## src/rtl/writeback_pkg.sv

```systemverilog
// Shared types and widths for the register-file writeback path.
package writeback_pkg;

    typedef enum logic [2:0] {
        WB_NONE,
        WB_MEMORY,
        WB_ALU,
        WB_IMMEDIATE,
        WB_BRANCH
    } wb_source_t;

    localparam int REG_INDEX_WIDTH = 5;
    localparam int XLEN            = 32;

endpackage

```

## src/rtl/writeback_rr_picker.sv

```systemverilog
// Three-way round-robin pick over alu (0), immediate former (1), branch ALU (2).
module writeback_rr_picker (
    input  logic [2:0] valid,
    input  logic [1:0] ptr,
    output logic [2:0] grant,
    output logic [1:0] next_ptr
);

    logic [3:0] valid_ext;
    logic [3:0] grant_ext;
    logic [2:0] pos;
    logic       found;

    assign valid_ext = {1'b0, valid};
    assign grant     = grant_ext[2:0];

    // Scan from the pointer, wrapping modulo 3; first valid source wins.
    always_comb begin
        grant_ext = '0;
        next_ptr  = ptr;
        found     = 1'b0;
        pos       = '0;
        for (int k = 0; k < 3; k++) begin
            pos = {1'b0, ptr} + 3'(k);
            if (pos >= 3'd3) begin
                pos = pos - 3'd3;
            end
            if (!found && valid_ext[pos[1:0]]) begin
                found               = 1'b1;
                grant_ext[pos[1:0]] = 1'b1;
                next_ptr            = (pos[1:0] == 2'd2) ? 2'd0 : pos[1:0] + 2'd1;
            end
        end
    end

endmodule

```

## src/rtl/writeback_arbiter.sv

```systemverilog
// Single register-file write port arbiter: memory-priority grant with starvation
// relief, round-robin among the rest, and a one-stage registered write.
module writeback_arbiter
    import writeback_pkg::*;
#(
    parameter int MAX_CONSEC = 4
) (
    input  logic                       clock,
    input  logic                       reset,
    input  logic                       writebackStall,
    input  logic                       memoryValid,
    input  logic                       aluValid,
    input  logic                       immediateFormerValid,
    input  logic                       branchALUValid,
    input  logic [REG_INDEX_WIDTH-1:0] memoryRdIndex,
    input  logic [REG_INDEX_WIDTH-1:0] aluRdIndex,
    input  logic [REG_INDEX_WIDTH-1:0] immediateFormerRdIndex,
    input  logic [REG_INDEX_WIDTH-1:0] branchALURdIndex,
    output logic                       memoryReady,
    output logic                       aluReady,
    output logic                       immediateFormerReady,
    output logic                       branchALUReady,
    output logic                       memoryOutputEnable,
    output logic                       aluOutputEnable,
    output logic                       immediateFormerOutputEnable,
    output logic                       branchALUOutputEnable,
    input  logic [XLEN-1:0]            rdIn,
    output logic                       regWriteEnable,
    output logic [REG_INDEX_WIDTH-1:0] regWriteIndex,
    output logic [XLEN-1:0]            regWriteData
);

    localparam int CNT_W = $clog2(MAX_CONSEC + 1);
    localparam logic [CNT_W-1:0] CNT_MAX = CNT_W'(MAX_CONSEC);

    logic [1:0]                 ptr_q, ptr_d;
    logic [CNT_W-1:0]           cnt_q, cnt_d;
    logic                       reg_we_q, reg_we_d;
    logic [REG_INDEX_WIDTH-1:0] reg_idx_q, reg_idx_d;
    logic [XLEN-1:0]            reg_data_q, reg_data_d;

    logic [2:0]                 rr_valid;
    logic [2:0]                 rr_grant;
    logic [1:0]                 rr_next_ptr;
    logic                       others_valid;
    logic                       starve_override;
    wb_source_t                 grant_src;
    logic [REG_INDEX_WIDTH-1:0] grant_idx;
    logic                       grant_any;

    assign rr_valid        = {branchALUValid, immediateFormerValid, aluValid};
    assign others_valid    = |rr_valid;
    assign starve_override = others_valid && (cnt_q == CNT_MAX);

    writeback_rr_picker u_rr_picker (
        .valid    (rr_valid),
        .ptr      (ptr_q),
        .grant    (rr_grant),
        .next_ptr (rr_next_ptr)
    );

    // Grants are suppressed during reset so the chooser never sees a stray select.
    always_comb begin
        grant_src = WB_NONE;
        if (reset && !writebackStall) begin
            if (memoryValid && !starve_override) begin
                grant_src = WB_MEMORY;
            end else if (rr_grant[0]) begin
                grant_src = WB_ALU;
            end else if (rr_grant[1]) begin
                grant_src = WB_IMMEDIATE;
            end else if (rr_grant[2]) begin
                grant_src = WB_BRANCH;
            end
        end
    end

    assign memoryReady          = (grant_src == WB_MEMORY);
    assign aluReady             = (grant_src == WB_ALU);
    assign immediateFormerReady = (grant_src == WB_IMMEDIATE);
    assign branchALUReady       = (grant_src == WB_BRANCH);

    assign memoryOutputEnable          = memoryReady;
    assign aluOutputEnable             = aluReady;
    assign immediateFormerOutputEnable = immediateFormerReady;
    assign branchALUOutputEnable       = branchALUReady;

    always_comb begin
        case (grant_src)
            WB_MEMORY:    grant_idx = memoryRdIndex;
            WB_ALU:       grant_idx = aluRdIndex;
            WB_IMMEDIATE: grant_idx = immediateFormerRdIndex;
            WB_BRANCH:    grant_idx = branchALURdIndex;
            default:      grant_idx = '0;
        endcase
    end

    assign grant_any = (grant_src != WB_NONE);

    // A stall freezes fairness state; otherwise the counter only survives
    // back-to-back memory wins that actually made someone else wait.
    always_comb begin
        ptr_d = ptr_q;
        cnt_d = cnt_q;
        if (!writebackStall) begin
            if (grant_src == WB_MEMORY) begin
                cnt_d = others_valid ? cnt_q + CNT_W'(1) : '0;
            end else begin
                cnt_d = '0;
            end
            if (grant_any && grant_src != WB_MEMORY) begin
                ptr_d = rr_next_ptr;
            end
        end
    end

    always_comb begin
        reg_we_d   = grant_any && (grant_idx != '0);
        reg_idx_d  = grant_any ? grant_idx : reg_idx_q;
        reg_data_d = grant_any ? rdIn : reg_data_q;
    end

    always_ff @(posedge clock or negedge reset) begin
        if (!reset) begin
            ptr_q      <= '0;
            cnt_q      <= '0;
            reg_we_q   <= 1'b0;
            reg_idx_q  <= '0;
            reg_data_q <= '0;
        end else begin
            ptr_q      <= ptr_d;
            cnt_q      <= cnt_d;
            reg_we_q   <= reg_we_d;
            reg_idx_q  <= reg_idx_d;
            reg_data_q <= reg_data_d;
        end
    end

    assign regWriteEnable = reg_we_q;
    assign regWriteIndex  = reg_idx_q;
    assign regWriteData   = reg_data_q;

endmodule

```

## config.mk

```make
export PLATFORM = sky130hd
export DESIGN_NAME = writeback_arbiter
export DESIGN_NICKNAME = d
export VERILOG_FILES = /design/src/rtl/writeback_pkg.sv /design/src/rtl/writeback_rr_picker.sv /design/src/rtl/writeback_arbiter.sv
export SDC_FILE = /design/constraint.sdc
export NUM_CORES = 1
export LEC_CHECK = 0
export BUFFER_PORTS_ARGS = -buffer_cell sky130_fd_sc_hd__buf_2
export CAP_MARGIN = 20
export CORE_UTILIZATION = 40
export CTS_BUF_LIST = sky130_fd_sc_hd__clkbuf_2 sky130_fd_sc_hd__clkbuf_4 sky130_fd_sc_hd__clkbuf_8
export DETAILED_ROUTE_END_ITERATION = 8
export GPL_TIMING_DRIVEN = 0
export MAX_ROUTING_LAYER = met4
export PLACE_DENSITY = 0.75
export SYNTH_ARGS = -nofsm -noshare
export SYNTH_HDL_FRONTEND = slang
export SYNTH_SLANG_ARGS = --single-unit
```

## constraint.sdc

```tcl
create_clock -name clock -period 6.19 [get_ports clock]
set_input_delay 0.619 -clock clock [delete_from_list [all_inputs] [get_ports clock]]
set_output_delay 0.619 -clock clock [all_outputs]
set_load 0.05 [all_outputs]
```

==> out/metrics.yaml <==
run_status:
  outcome: "finished, final reports clean"
global_routing:
  grt_max_degree: 45
  overflow: 0
  grt_pass1_vias: 1820
  grtUsageTotal_pct: 18.23
  antenna_found_initial: 0
  grt_pass1_wl_mm: 8.121
finish:
  fill_cells: 471
  layout-drive-gt1-share_pct: 51.54
  diodes: 0
  mostFrequentLayoutCell: "buf_2"
  nNetsFinal: 357
  layout_common_cells: "104 x buf_2, 43 x dfrtp_1, 20 x mux2_2"
  area_growth_pct: 33.92
sta:
  finalHoldViolations: 0
  fmax_mhz: 289.9
  finalClockSkew_ns: 0.004474
  setup_viol: 0
  layout_min_cycle_time_ns: 3.449
  worstMarginPinSlew_ns: 0.6962
  tns_ns: 0
  hold_ws_ns: 0.3154
  max_slew_margin_pct: 53.41
  finalCritPeriodShare_pct: 55.72
  grt_setup_unrepaired: "no"
  slew_viol_final: 0
cts:
  postCtsResizedCells: 0
  numCtsBuffers: 5
  cts_tree: "yes"
  clockBufferDepth: 2
  cts_setup_buffers: 0
  clock-sinks: 43
  cts_hold_buf: 0
  clock_latency_ns: 0.29
  htree_levels: 2
  root_buffer: "clkbuf_8"
  clkSlewWorstSetupHoldPaths_ns: 0.08
logic_synthesis:
  synth_cells: 180
  synth_xor_area_share_pct: 0
  ys_seq_elements: 43
  synth_nets: 245
  netlist_area_um2: 2206
  synthMuxAreaShare_pct: 19.85
  synth_warnings: 0
  yosysSeqAreaShare_pct: 48.78
  synth.distinct_cells: 39
  synth_top_family_by_area: "multiplexers"
  synthAdderAreaFrac_pct: 3.403
  syn_avg_cell_area_um2: 12.25
  synthSimpleGateAreaFrac_pct: 8.735
  synth-compound-area-share_pct: 12.59
floorplanning:
  core_um2: 5205
  ios: 105
  initial_core_util_pct: 42.38
  die_w_um: 76.26
  die_h_um: 76.26
  row_count: 26
  die_area_um2: 5816
critical_path:
  crit_type: "reg -> out"
  arrival_ns: 2.83
  crit_fanout: 9
  worst_r2r_endpoint: "regWriteEnable"
  crit_path_start_kind: "register"
  worstPathRequired_ns: 5.57
  rr_startpoint: "ptr_q[0]"
  cp-end-kind: "output pin"
  cp_slowest_cell: "nor4b_4"
  path_cells: "inv_1, ha_1, and4bb_1, o31a_1, o2bb2ai_4, nor4b_4, buf_4, buf_2"
  slowest_delay_ns: 0.45
  reg2reg_depth: 11
  reg2reg_slack_ns: 3.26
routing:
  routedWlPerCell_um: 13.47
  drc: 0
  drt_iter0_drc: 76
  ant_nets: 0
  wirelength_mm: 4.891
  dr.pass1.iters: 5
  vias: 1803
  via_per_inst: 4.967
power_and_ir_drop:
  peakVddDrop_mv: 0.3499
  p_sw_share_pct: 51.25
  power.leakage_nw: 1.472
  p_int_uw: 847.8
  p_comb_share_pct: 60.5
  net-switching-power_uw: 891.4
  pwr-share-clk_pct: 12.7
  powerDensity_nw_per_um2: 588.8
  finalPower_mw: 1.739
  p_seq_share_pct: 26.8
placed_design:
  portBuffers: 104
  dp_hpwl_mm: 3.707
  gp_congestion: 0.7883
run:
  maxCapViolCount: 0
min_path:
  hold_class: "in -> async"
==> power by group through the flow <==
stage	Clock [mW]	Combinational [mW]	Sequential [mW]
after detailed placement	0	1.06	0.470
after floorplan	0	0.403	0.893
after global placement	0	1.04	0.465
final	0.220	1.05	0.467
after global routing	0.236	1.11	0.485
after CTS	0.227	1.06	0.467
==> through the flow <==
step                      setup WS (ns)  instance area (um2)  std cells  util, %
final                             2.741                 2954        363    56.75
after detailed placement          2.591                 2814        354    54.06
after CTS                         2.576                 2927        362    56.23
after floorplan                   2.592                 2206        180        -
after global routing              2.538                 2954        363    56.75
after global placement            2.625                 2814        354    54.06
==> synth_stat cells <==
master / count / area (um2)
and3_1: 1 / 6.260
nor4_1: 1 / 6.260
nor4b_4: 1 / 23.77
ha_1: 6 / 75.07
and4bb_1: 1 / 12.51
a221oi_1: 1 / 8.760
nor3_1: 1 / 5.000
mux2_1: 15 / 168.9
nor3b_1: 1 / 7.510
nand2b_1: 3 / 18.77
o2111ai_1: 1 / 8.760
o31a_1: 1 / 8.760
a21oi_2: 2 / 17.52
o2bb2ai_4: 1 / 27.53
a21oi_1: 2 / 10.01
mux2_2: 20 / 225.2
o2bb2ai_1: 3 / 26.28
a21o_1: 1 / 7.510
a32oi_1: 1 / 8.760
o21ai_0: 11 / 55.05
nor2_1: 7 / 26.28
mux2i_2: 1 / 13.76
buf_6: 5 / 56.30
a32o_1: 1 / 10.01
o22ai_2: 1 / 12.51
nand3_1: 3 / 15.01
a222oi_1: 4 / 40.04
a21oi_4: 1 / 16.27
o31ai_1: 1 / 7.510
a22oi_2: 1 / 12.51
or3_1: 2 / 12.51
buf_4: 4 / 30.03
nand2_1: 9 / 33.78
inv_1: 16 / 60.06
nor2_2: 1 / 6.260
mux2i_1: 3 / 30.03
dfrtp_1: 43 / 1076
and2_1: 1 / 6.260
nor2b_1: 2 / 12.51
==> critical path: cells and delay by family, from the launching register on <==
kind / cells / cell delay (ns)
AO/OA/AOI/OAI: 2 / 0.55
adder cells (fa/ha/maj): 1 / 0.39
buffers and inverters: 3 / 0.51
flip-flops: 1 / 0.40
AND/OR/NAND/NOR: 2 / 0.69
==> sequential cells by signal, indices dropped and copies added, names as in the netlist <==
| register | flops |
|---|---|
| cnt_q | 3 |
| ptr_q | 2 |
| regWriteData | 32 |
| regWriteEnable | 1 |
| regWriteIndex | 5 |
==> per-layer routing <==
layer  vias to the layer above  part of all wire [%]  global-route usage, %
li1                        860                     -                      -
met1                       850                    42                  22.04
met2                        87                    48                  29.91
met3                         6                   8.6                  4.311
met4                         0                   1.2                  6.154
met5                         -                     0                      -
==> worst max path at each step <==
stage	from	to	slack, ns
2_1_floorplan	ptr_q[1]	immediateFormerReady	2.59
3_3_place_gp	reset	branchALUReady	2.63
3_5_place_dp	reset	branchALUReady	2.59
4_1_cts	reset	branchALUReady	2.58
5_1_grt	ptr_q[0]	branchALUReady	2.54
6_report	ptr_q[0]	branchALUReady	2.74
==> cell families (layout without fill, tap and decap cells) <==
| family | after synthesis | in the layout |
|---|---|---|
| adders and majority gates | 6 | 6 |
| buffers and inverters | 25 | 138 |
| and+or+nand+nor | 34 | 34 |
| muxes | 39 | 39 |
| AOI/OAI and AO/OA | 33 | 33 |
| DFF | 43 | 43 |
==> cell type report <==
type	instances	area (um2)	share of cell area (%)
sequential	43	1076	36.43
multi-input combinational	112	983.4	33.29
timing repair buffer	105	548.0	18.55
tap	70	87.58	2.965
buffer	9	86.33	2.922
clock buffer	5	68.82	2.330
inverter	16	60.06	2.033
clock inverter	3	43.79	1.482
(Power assumes the default switching activity.)
